<file path="src/rtl/cmd_responder.sv">
// Device-side command responder: parses 5-byte request frames from the UART receiver,
// runs a register read/write/ping, and returns a 5-byte response. Optional stats: CMD_RESPONDER_STATS_EN.
module cmd_responder #(
  parameter int          ADDR_WIDTH     = 4,
  parameter int          TIMEOUT_CYCLES = 50000,
  parameter logic [7:0]  HDR_REQ        = 8'hAA,
  parameter logic [7:0]  HDR_RSP        = 8'h55
) (
  input  logic                  clk,
  input  logic                  rst_n,
  input  logic [7:0]            rx_data,
  input  logic                  rx_rdy,
  output logic                  rx_ack,
  output logic [7:0]            tx_data,
  output logic                  tx_vld,
  input  logic                  tx_rdy,
  output logic [ADDR_WIDTH-1:0] reg_addr,
  output logic [7:0]            reg_wdata,
  output logic                  reg_we,
  output logic                  reg_re,
  input  logic [7:0]            reg_rdata
);

  localparam int             CNT_W     = (TIMEOUT_CYCLES > 1) ? $clog2(TIMEOUT_CYCLES) : 1;
  localparam logic [CNT_W-1:0] TO_LAST = CNT_W'(TIMEOUT_CYCLES - 1);
  localparam logic [7:0]     ADDR_MASK = 8'((1 << ADDR_WIDTH) - 1);

  localparam logic [7:0] ST_OK      = 8'h00;
  localparam logic [7:0] ST_BAD_CHK = 8'h01;
  localparam logic [7:0] ST_BAD_CMD = 8'h02;
  localparam logic [7:0] ST_BAD_ADR = 8'h03;

  typedef enum logic [3:0] {
    HUNT, GET_CMD, GET_ADDR, GET_DATA, GET_CHK, EXEC, RD_WAIT, SEND, SEND_WAIT
  } state_t;

  state_t           state, state_next;
  logic [7:0]       cmd_q, addr_q, data_q, chk_q;
  logic [7:0]       status_q, rdata_q;
  logic [2:0]       tx_idx;
  logic [CNT_W-1:0] to_cnt;
  logic             rx_armed;

  logic             rx_state, in_get, accept, timeout;
  logic             chk_ok, addr_ok;
  logic [7:0]       status_d, rdata_d;
  logic             exec_we, exec_re;

`ifdef CMD_RESPONDER_STATS_EN
  logic [7:0]       good_cnt, err_cnt;
`endif

  assign rx_state = (state == HUNT) || (state == GET_CMD) || (state == GET_ADDR) ||
                    (state == GET_DATA) || (state == GET_CHK);
  assign in_get   = rx_state && (state != HUNT);
  assign accept   = rx_rdy && !rx_ack && rx_armed && rx_state;
  // A byte arriving on the timeout cycle takes precedence over the abort
  assign timeout  = in_get && !accept && (to_cnt == TO_LAST);

  assign chk_ok   = ((cmd_q ^ addr_q ^ data_q) == chk_q);
  assign addr_ok  = ((addr_q & ~ADDR_MASK) == 8'h00);

  always_comb begin
    status_d = ST_OK;
    rdata_d  = 8'h00;
    exec_we  = 1'b0;
    exec_re  = 1'b0;
    if (!chk_ok) begin
      status_d = ST_BAD_CHK;
    end else begin
      case (cmd_q)
        8'h01: begin
          if (addr_ok) begin
            exec_we = 1'b1;
            rdata_d = data_q;
          end else begin
            status_d = ST_BAD_ADR;
          end
        end
        8'h02: begin
          if (addr_ok) exec_re = 1'b1;
          else         status_d = ST_BAD_ADR;
        end
        8'h03: rdata_d = data_q;
`ifdef CMD_RESPONDER_STATS_EN
        8'h04: begin
          if (addr_q == 8'h00)      rdata_d = good_cnt;
          else if (addr_q == 8'h01) rdata_d = err_cnt;
          else                      status_d = ST_BAD_ADR;
        end
`endif
        default: status_d = ST_BAD_CMD;
      endcase
    end
  end

  always_ff @(posedge clk or negedge rst_n) begin
    if (!rst_n) state <= HUNT;
    else        state <= state_next;
  end

  always_comb begin
    state_next = state;
    case (state)
      HUNT:      if (accept && (rx_data == HDR_REQ)) state_next = GET_CMD;
      GET_CMD:   if (accept) state_next = GET_ADDR; else if (timeout) state_next = HUNT;
      GET_ADDR:  if (accept) state_next = GET_DATA; else if (timeout) state_next = HUNT;
      GET_DATA:  if (accept) state_next = GET_CHK;  else if (timeout) state_next = HUNT;
      GET_CHK:   if (accept) state_next = EXEC;     else if (timeout) state_next = HUNT;
      EXEC:      state_next = exec_re ? RD_WAIT : SEND;
      RD_WAIT:   state_next = SEND;
      SEND:      state_next = SEND_WAIT;
      SEND_WAIT: if (tx_rdy) state_next = (tx_idx == 3'd4) ? HUNT : SEND;
      default:   state_next = HUNT;
    endcase
  end

  always_comb begin
    reg_we    = 1'b0;
    reg_re    = 1'b0;
    reg_addr  = '0;
    reg_wdata = 8'h00;
    tx_vld    = 1'b0;
    tx_data   = 8'h00;
    if (state == EXEC) begin
      reg_we    = exec_we;
      reg_re    = exec_re;
      reg_addr  = addr_q[ADDR_WIDTH-1:0];
      reg_wdata = data_q;
    end
    if ((state == SEND) || (state == SEND_WAIT)) begin
      tx_vld = (state == SEND);
      case (tx_idx)
        3'd0:    tx_data = HDR_RSP;
        3'd1:    tx_data = cmd_q;
        3'd2:    tx_data = status_q;
        3'd3:    tx_data = rdata_q;
        default: tx_data = cmd_q ^ status_q ^ rdata_q;
      endcase
    end
  end

  // Receive handshake and frame capture; re-arm only after the receiver drops rx_rdy
  always_ff @(posedge clk or negedge rst_n) begin
    if (!rst_n) begin
      rx_ack   <= 1'b0;
      rx_armed <= 1'b0;
      cmd_q    <= 8'h00;
      addr_q   <= 8'h00;
      data_q   <= 8'h00;
      chk_q    <= 8'h00;
      to_cnt   <= '0;
    end else begin
      rx_ack <= accept;
      if (accept)       rx_armed <= 1'b0;
      else if (!rx_rdy) rx_armed <= 1'b1;

      if (accept) begin
        case (state)
          GET_CMD:  cmd_q  <= rx_data;
          GET_ADDR: addr_q <= rx_data;
          GET_DATA: data_q <= rx_data;
          GET_CHK:  chk_q  <= rx_data;
          default:  ;
        endcase
      end

      if (!in_get || accept || timeout) to_cnt <= '0;
      else                              to_cnt <= to_cnt + 1'b1;
    end
  end

  always_ff @(posedge clk or negedge rst_n) begin
    if (!rst_n) begin
      status_q <= 8'h00;
      rdata_q  <= 8'h00;
      tx_idx   <= 3'd0;
    end else begin
      case (state)
        EXEC: begin
          status_q <= status_d;
          rdata_q  <= rdata_d;
          tx_idx   <= 3'd0;
        end
        RD_WAIT:   rdata_q <= reg_rdata;
        SEND_WAIT: if (tx_rdy) tx_idx <= (tx_idx == 3'd4) ? 3'd0 : tx_idx + 3'd1;
        default:   ;
      endcase
    end
  end

`ifdef CMD_RESPONDER_STATS_EN
  // Counters are sampled for a stats read before that response's own increment
  always_ff @(posedge clk or negedge rst_n) begin
    if (!rst_n) begin
      good_cnt <= 8'h00;
      err_cnt  <= 8'h00;
    end else if (state == EXEC) begin
      if (status_d == ST_OK) begin
        if (good_cnt != 8'hFF) good_cnt <= good_cnt + 8'd1;
      end else begin
        if (err_cnt != 8'hFF) err_cnt <= err_cnt + 8'd1;
      end
    end else if (timeout) begin
      if (err_cnt != 8'hFF) err_cnt <= err_cnt + 8'd1;
    end
  end
`endif

endmodule

</file>
<file path="config.mk">
export PLATFORM = sky130hd
export DESIGN_NAME = cmd_responder
export DESIGN_NICKNAME = d
export VERILOG_FILES = /design/src/rtl/cmd_responder.sv
export SDC_FILE = /design/constraint.sdc
export NUM_CORES = 1
export LEC_CHECK = 0
export CORE_ASPECT_RATIO = 1.75
export CORE_MARGIN = 4
export CORE_UTILIZATION = 49
export DETAILED_ROUTE_END_ITERATION = 16
export PLACE_DENSITY_LB_ADDON = 0.15
export SYNTH_ARGS = -nofsm -noshare
export SYNTH_HDL_FRONTEND = slang
export SYNTH_SLANG_ARGS = --single-unit
</file>
<file path="constraint.sdc">
create_clock -name clk -period 2.6 [get_ports clk]
set_clock_uncertainty 0.15 [all_clocks]
set_input_delay 0.52 -clock clk [delete_from_list [all_inputs] [get_ports clk]]
set_output_delay 0.52 -clock clk [all_outputs]
set_load 0.02 [all_outputs]
</file>
== Word level (Yosys, flattened, before mapping) ==
Index checks and enable logic that the tools add are counted.

* Add/subtract/negate cells: 2
* Reduce and logical (&&, ||, !) cells: 30
* Magnitude comparators: 0
* Muxes and demuxes: 35
* Eq/ne operators: 21
* Shift operators: 0
* Multipliers: 0
* Divide/modulo/power cells: 0
* Bitwise operators: 4

{| class="wikitable"
|+ Operator list
! cell !! count
|-
| $mux W8 || 5
|-
| $pmux W4 S9 || 1
|-
| $mux W4 || 8
|-
| $pmux W8 S2 || 2
|-
| $pmux W8 S4 || 1
|-
| $xor A8 B8 Y8 || 4
|-
| $add A16 B1 Y16 const B || 1
|-
| $eq A16 B16 Y1 const B || 1
|-
| $eq A4 B3 Y1 const B || 4
|-
| $eq A8 B2 Y1 const B || 2
|-
| $mux W16 || 1
|-
| $reduce_and A2 Y1 || 6
|-
| $mux W1 || 11
|-
| $mux W3 || 3
|-
| $eq A4 B2 Y1 const B || 2
|-
| $eq A8 B1 Y1 const B || 1
|-
| $eq A8 B8 Y1 || 1
|-
| $eq A8 B8 Y1 const B || 1
|-
| $logic_not A8 Y1 || 1
|-
| $logic_and A1 B1 Y1 || 7
|-
| $logic_or A1 B1 Y1 || 7
|-
| $eq A3 B2 Y1 const B || 2
|-
| $pmux W3 S2 || 1
|-
| $eq A4 B1 Y1 const B || 1
|-
| 14 further kinds || 18
|}

* Output and inout bits: 24
* Latch bits: 0
* Logic and storage cells: 103
* ROM bits: 0
* Bits in registers: 73
* Bits of input ports: 20
* Memories: 0
* Memory bits (writable): 0

== Logic depth before layout (Yosys ltp) ==
* Depth after elaboration: 12
* Mapped depth: 9
* Gate-level depth less buffers: 7

== Worst setup path after synthesis ==
No wires, ideal clock.

* Path kind: reg-to-output
* From: register tx_idx[2]
* To: output port tx_data[2]
* Data arrival time: 1802 ps
* Setup slack: 128 ps
* Buffers on the path: 2
* Data required time: 1930 ps
* Stages on the path, launching flop included: 9
* Cell sequence: dfrtp_1 clkbuf_1 inv_1 ha_1 clkbuf_1 o21bai_1 nor2_1 o21ai_0 a31oi_1

* Word-level cells in the longest chain between the ends: 3
* Elaborated cells on any way between the ends: 6
* Classes of those cells: eq/ne: 3; mux: 2; reduce/logical: 1

{| class="wikitable"
|+ RTL lines
! element !! line !! source
|-
| from (decl) || 40 || <nowiki>logic [2:0] tx_idx;</nowiki>
|-
| from (signal assigned) || 186 || <nowiki>SEND_WAIT: if (tx_rdy) tx_idx <= (tx_idx == 3'd4) ? 3'd0 : tx_idx + 3'd1;</nowiki>
|-
| $eq A3 B2 Y1 (tied with other cells) || 133 || <nowiki>case (tx_idx)</nowiki>
|-
| $pmux W8 S4 (*) || 133 ||
|-
| $mux W8 (*) || 131 || <nowiki>if ((state == SEND) || (state == SEND_WAIT)) begin</nowiki>
|-
| to (decl) || 14 || <nowiki>output logic [7:0] tx_data,</nowiki>
|}

Mark *: on every way between the ends. The rest lies on a longest branch, timed or not.

== Worst setup path in the final report ==
* From: register cmd_q[7]
* To: output port reg_re

* Word-level cells in the longest chain between the ends: 5
* Elaborated cells on any way between the ends: 7
* Classes of those cells: eq/ne: 2; mux: 3; bitwise: 2

{| class="wikitable"
|+ RTL lines
! element !! line !! source
|-
| from (decl) || 38 || <nowiki>logic [7:0] cmd_q, addr_q, data_q, chk_q;</nowiki>
|-
| from (signal assigned) || 160 || <nowiki>GET_CMD: cmd_q <= rx_data;</nowiki>
|-
| $xor A8 B8 Y8 (2 in a row) || 60 || <nowiki>assign chk_ok = ((cmd_q ^ addr_q ^ data_q) == chk_q);</nowiki>
|-
| $eq A8 B8 Y1 || 60 ||
|-
| $mux W1 (*) || 68 || <nowiki>if (!chk_ok) begin</nowiki>
|-
| $mux W1 (*) || 125 || <nowiki>if (state == EXEC) begin</nowiki>
|-
| to (decl) || 20 || <nowiki>output logic reg_re,</nowiki>
|}

Marks and branches as above.

==> metrics.md <==
| Metric | Value |
|---|---|
| CP required | 1.93 ns |
| Drt initial violations | 160 |
| Total Routing Usage GR | 22.3% |
| Max incr delay on CP | 0.41 ns |
| Setup TNS | 0 ns |
| Fin. Hold Viols | 0 |
| Leak Pwr | 2.50 nW |
| DRC Markers | 0 |
| XOR/XNOR Fraction of Synth Area | 10.2% |
| Final setup fails | 0 |
| Max_slew headroom | 63.8% |
| Fin crit share | 99.2% |
| Ratio of cells with drive above 1 in the final layout | 31.1% |
| Actual slew at the worst max-slew pin | 0.543 ns |
| Synth Area in Simple Gates | 19.9% |
| Post-Syn Area | 0.00385 sq mm |
| RSZ-0062 raised after global routing | yes |
| Largest family of logic cells by synthesized area | simple AND/OR/NAND/NOR gates |
| Finished Cell Area | 0.00520 sq mm |
| Initial Util | 50.5% |
| Seq/Total Area, Yosys | 43.5% |
| Clock Latency Late Sink | 0.33 ns |
| Worst-path cell chain | xor2_1 -> xnor2_1 -> nor4_2 -> nand2_2 -> nor3_4 -> buf_6 |
| Clock slew at reported path FFs | 0.05 ns |
| CP delay by family, top | simple AND/OR/NAND/NOR gates |
| Reg2Reg Capture Point | state[2] |
| Compound-gate portion of the synthesized area | 11.4% |
| Crit-path max FO | 4 |
| Wirelength, routed | 9540 um |
| Routed via count | 3,116 |
| Crit path DAT | 1.91 ns |
| First-pass GRT wire length | 16,100 um |
| FFs w/ async S/R, synth | 100% |
| Non-filler cells, final | 571 |
| R2r setup slk | 0.26 ns |
| Maximum VDD drop | 0.480 mV |
| Nets | 505 |
| Max-cap violations | 0 |
| CTS tree | built |
| Fin crit period | 2.58 ns |
| Final HPWL DP | 6910 um |
| Num CTS Buffers | 9 |
| Ant. Diodes | 0 |
| Slowest-stage cell, CP | dfrtp_1 |
| CTS Buffer Depth | 2 |
| Synth area leaders | dfrtp_1 44%, mux2_2 6.1%, xnor2_1 5.7% |
| Mean Syn Cell Area | 10.3 sq um |
| Post-synth top cells | 67 x dfrtp_1, 42 x nor2_1, 25 x xnor2_1, 23 x nand2_1, 21 x mux2_2 |
| Crit path kind | reg -> out |
| Die W | 75.0 um |
| Placed insts | 544 |
| Run status | completed |
| Worst hold path type | in -> async |
| Num ports | 44 |
| Synth unique cells | 57 |
| Placed Area | 0.00472 sq mm |
| Mux cell area share after synthesis | 9.36% |
| Die height | 125 um |
| Buf/Inv on CP | 1 |
| Top cell type's share of synthesized area | 43.5% |
| Die Area | 0.00940 sq mm |
| Fill count | 617 |
| Max Freq | 0.388 GHz |
| Root buffer cell | clkbuf_16 |
| # H-tree levels | 3 |
| Area grow syn2layout | 35.0% |
| DR vias/cell | 5.46 |
| Synth area leader | dfrtp_1 |
| WL/cell | 16.7 um |
| Synth Area in Adders | 1.95% |
| Crit path launch type | register |
| Slew Limit Fails | 0 |
| Syn nets | 398 |
| Initial antenna violation count | 0 |
| Std cell rows | 42 |
| Worst reg2reg path startpoint | state[0] |
| Critical Path Sink Type | output pin |
| Port bufs | 43 |
| FF-to-FF path depth | 9 |
| Core box area | 0.00762 sq mm |
| Final Wtd Congestion | 0.816 |
| Clock tree sinks | 67 |
| Number of antenna-violating nets in the routed design | 0 |
| Largest net degree at the start of global routing | 26 |
| Via count of the first global-routing pass | 3,369 |
| Synth Flop Type | dfrtp_1 |
| Levels on crit path | 6 |
| Mapped Cells | 372 |
| P per Cell Area | 572 mW/mm^2 |
| Ys Warns | 0 |
| First-pass DRT Iterations | 4 |
| EDFF count, synth | 0 |
| Grt ovf | 0 |
| Synth Register Bits | 67 |
| Most frequent cell after synthesis | dfrtp_1 |
## cells in the final DEF, fill, tap and decap left out, types with 4 or more instances in the layout
master           count
a21oi_1              7
a22oi_1              9
a31oi_1              4
and2_1               5
and3_1               6
buf_4               72
clkbuf_16            9
clkdlybuf4s50_1     19
dfrtp_1             67
dlygate4sd2_1       11
inv_1               12
mux2_1              11
mux2_2              21
nand2_1             22
nand3_1              8
nor2_1              40
nor2b_1              4
nor3_1               4
nor3_2               4
nor4_4               4
o21ai_0             14
o31ai_1             11
xnor2_1             23
xor2_1              17
## final cells by class
cell class	count	area [sq um]	share of cell area [%]
inverters	14	52.6	1.01
clock buffers	13	270	5.20
flip-flops and latches	67	1680	32.3
repair buffers	108	908	17.5
multi-input cells	279	2170	41.7
well taps	88	110	2.12
clock inverters	2	10.0	0.193
## worst max-delay path by stage
stage	start	to	slack, ns
after global placement	tx_idx[0]	tx_data[7]	-0.21
after CTS	addr_q[6]	reg_we	-0.11
after floorplan	tx_idx[2]	tx_data[2]	0.13
after global routing	cmd_q[7]	reg_re	-0.08
after detailed placement	tx_idx[0]	tx_data[7]	-0.25
final	cmd_q[7]	reg_re	0.02
## routing by layer
layer	routed length, um	share of wire (%)	vias up	GRT usage, %
met5	0	0	-	0
li1	-	-	1525	-
met3	389	4.1	14	4.90
met4	144	1.5	0	7.13
met1	3790	40	1507	26.3
met2	5210	55	70	38.8
## report_power, final
part           leakage [nW]  switching (mW)  internal (mW)  total (mW)
Combinational          1.48           0.347          0.357       0.703
Sequential            0.878          0.0462           1.09        1.13
Clock                 0.141           0.422          0.714        1.14
Total                  2.50           0.815           2.16        2.97
## flip-flops by register name (all words and copies together), names as in the netlist
register and cells:
state 4, to_cnt 16, data_q 8, rx_ack 1
tx_idx 3, rdata_q 8, status_q 2, chk_q 8
rx_armed 1, cmd_q 8, addr_q 8
## stage by stage
stage               hold slack (ns)  total power [mW]  worst slack [ns]  utilization, %
global route                 0.0632              3.13           -0.0800            68.2
finish                       0.0242              2.97            0.0215            68.2
detailed placement            0.308              1.76            -0.245            61.9
CTS                          0.0417              2.95            -0.106            67.1
floorplan                    0.0744              1.50             0.128               -
global placement              0.296              1.74            -0.209            61.9
## what timing repair did
item,4_1_cts,5_1_grt
setup endpoints to repair,22,12
pin swaps,7,9
hold buffers,0,0
buffers inserted,11,0
gates cloned,1,0
resized for setup,74,27
## logic make-up after synthesis
kind of cell               count (synthesis)
DFF                                       67
buffers and inverters                     27
and+or+nand+nor                          131
muxes                                     32
AOI/OAI and AO/OA                         65
xor gates and xnor gates                  44
adders and majority gates                  6
No activity file was read; power rests on OpenSTA's default activity.
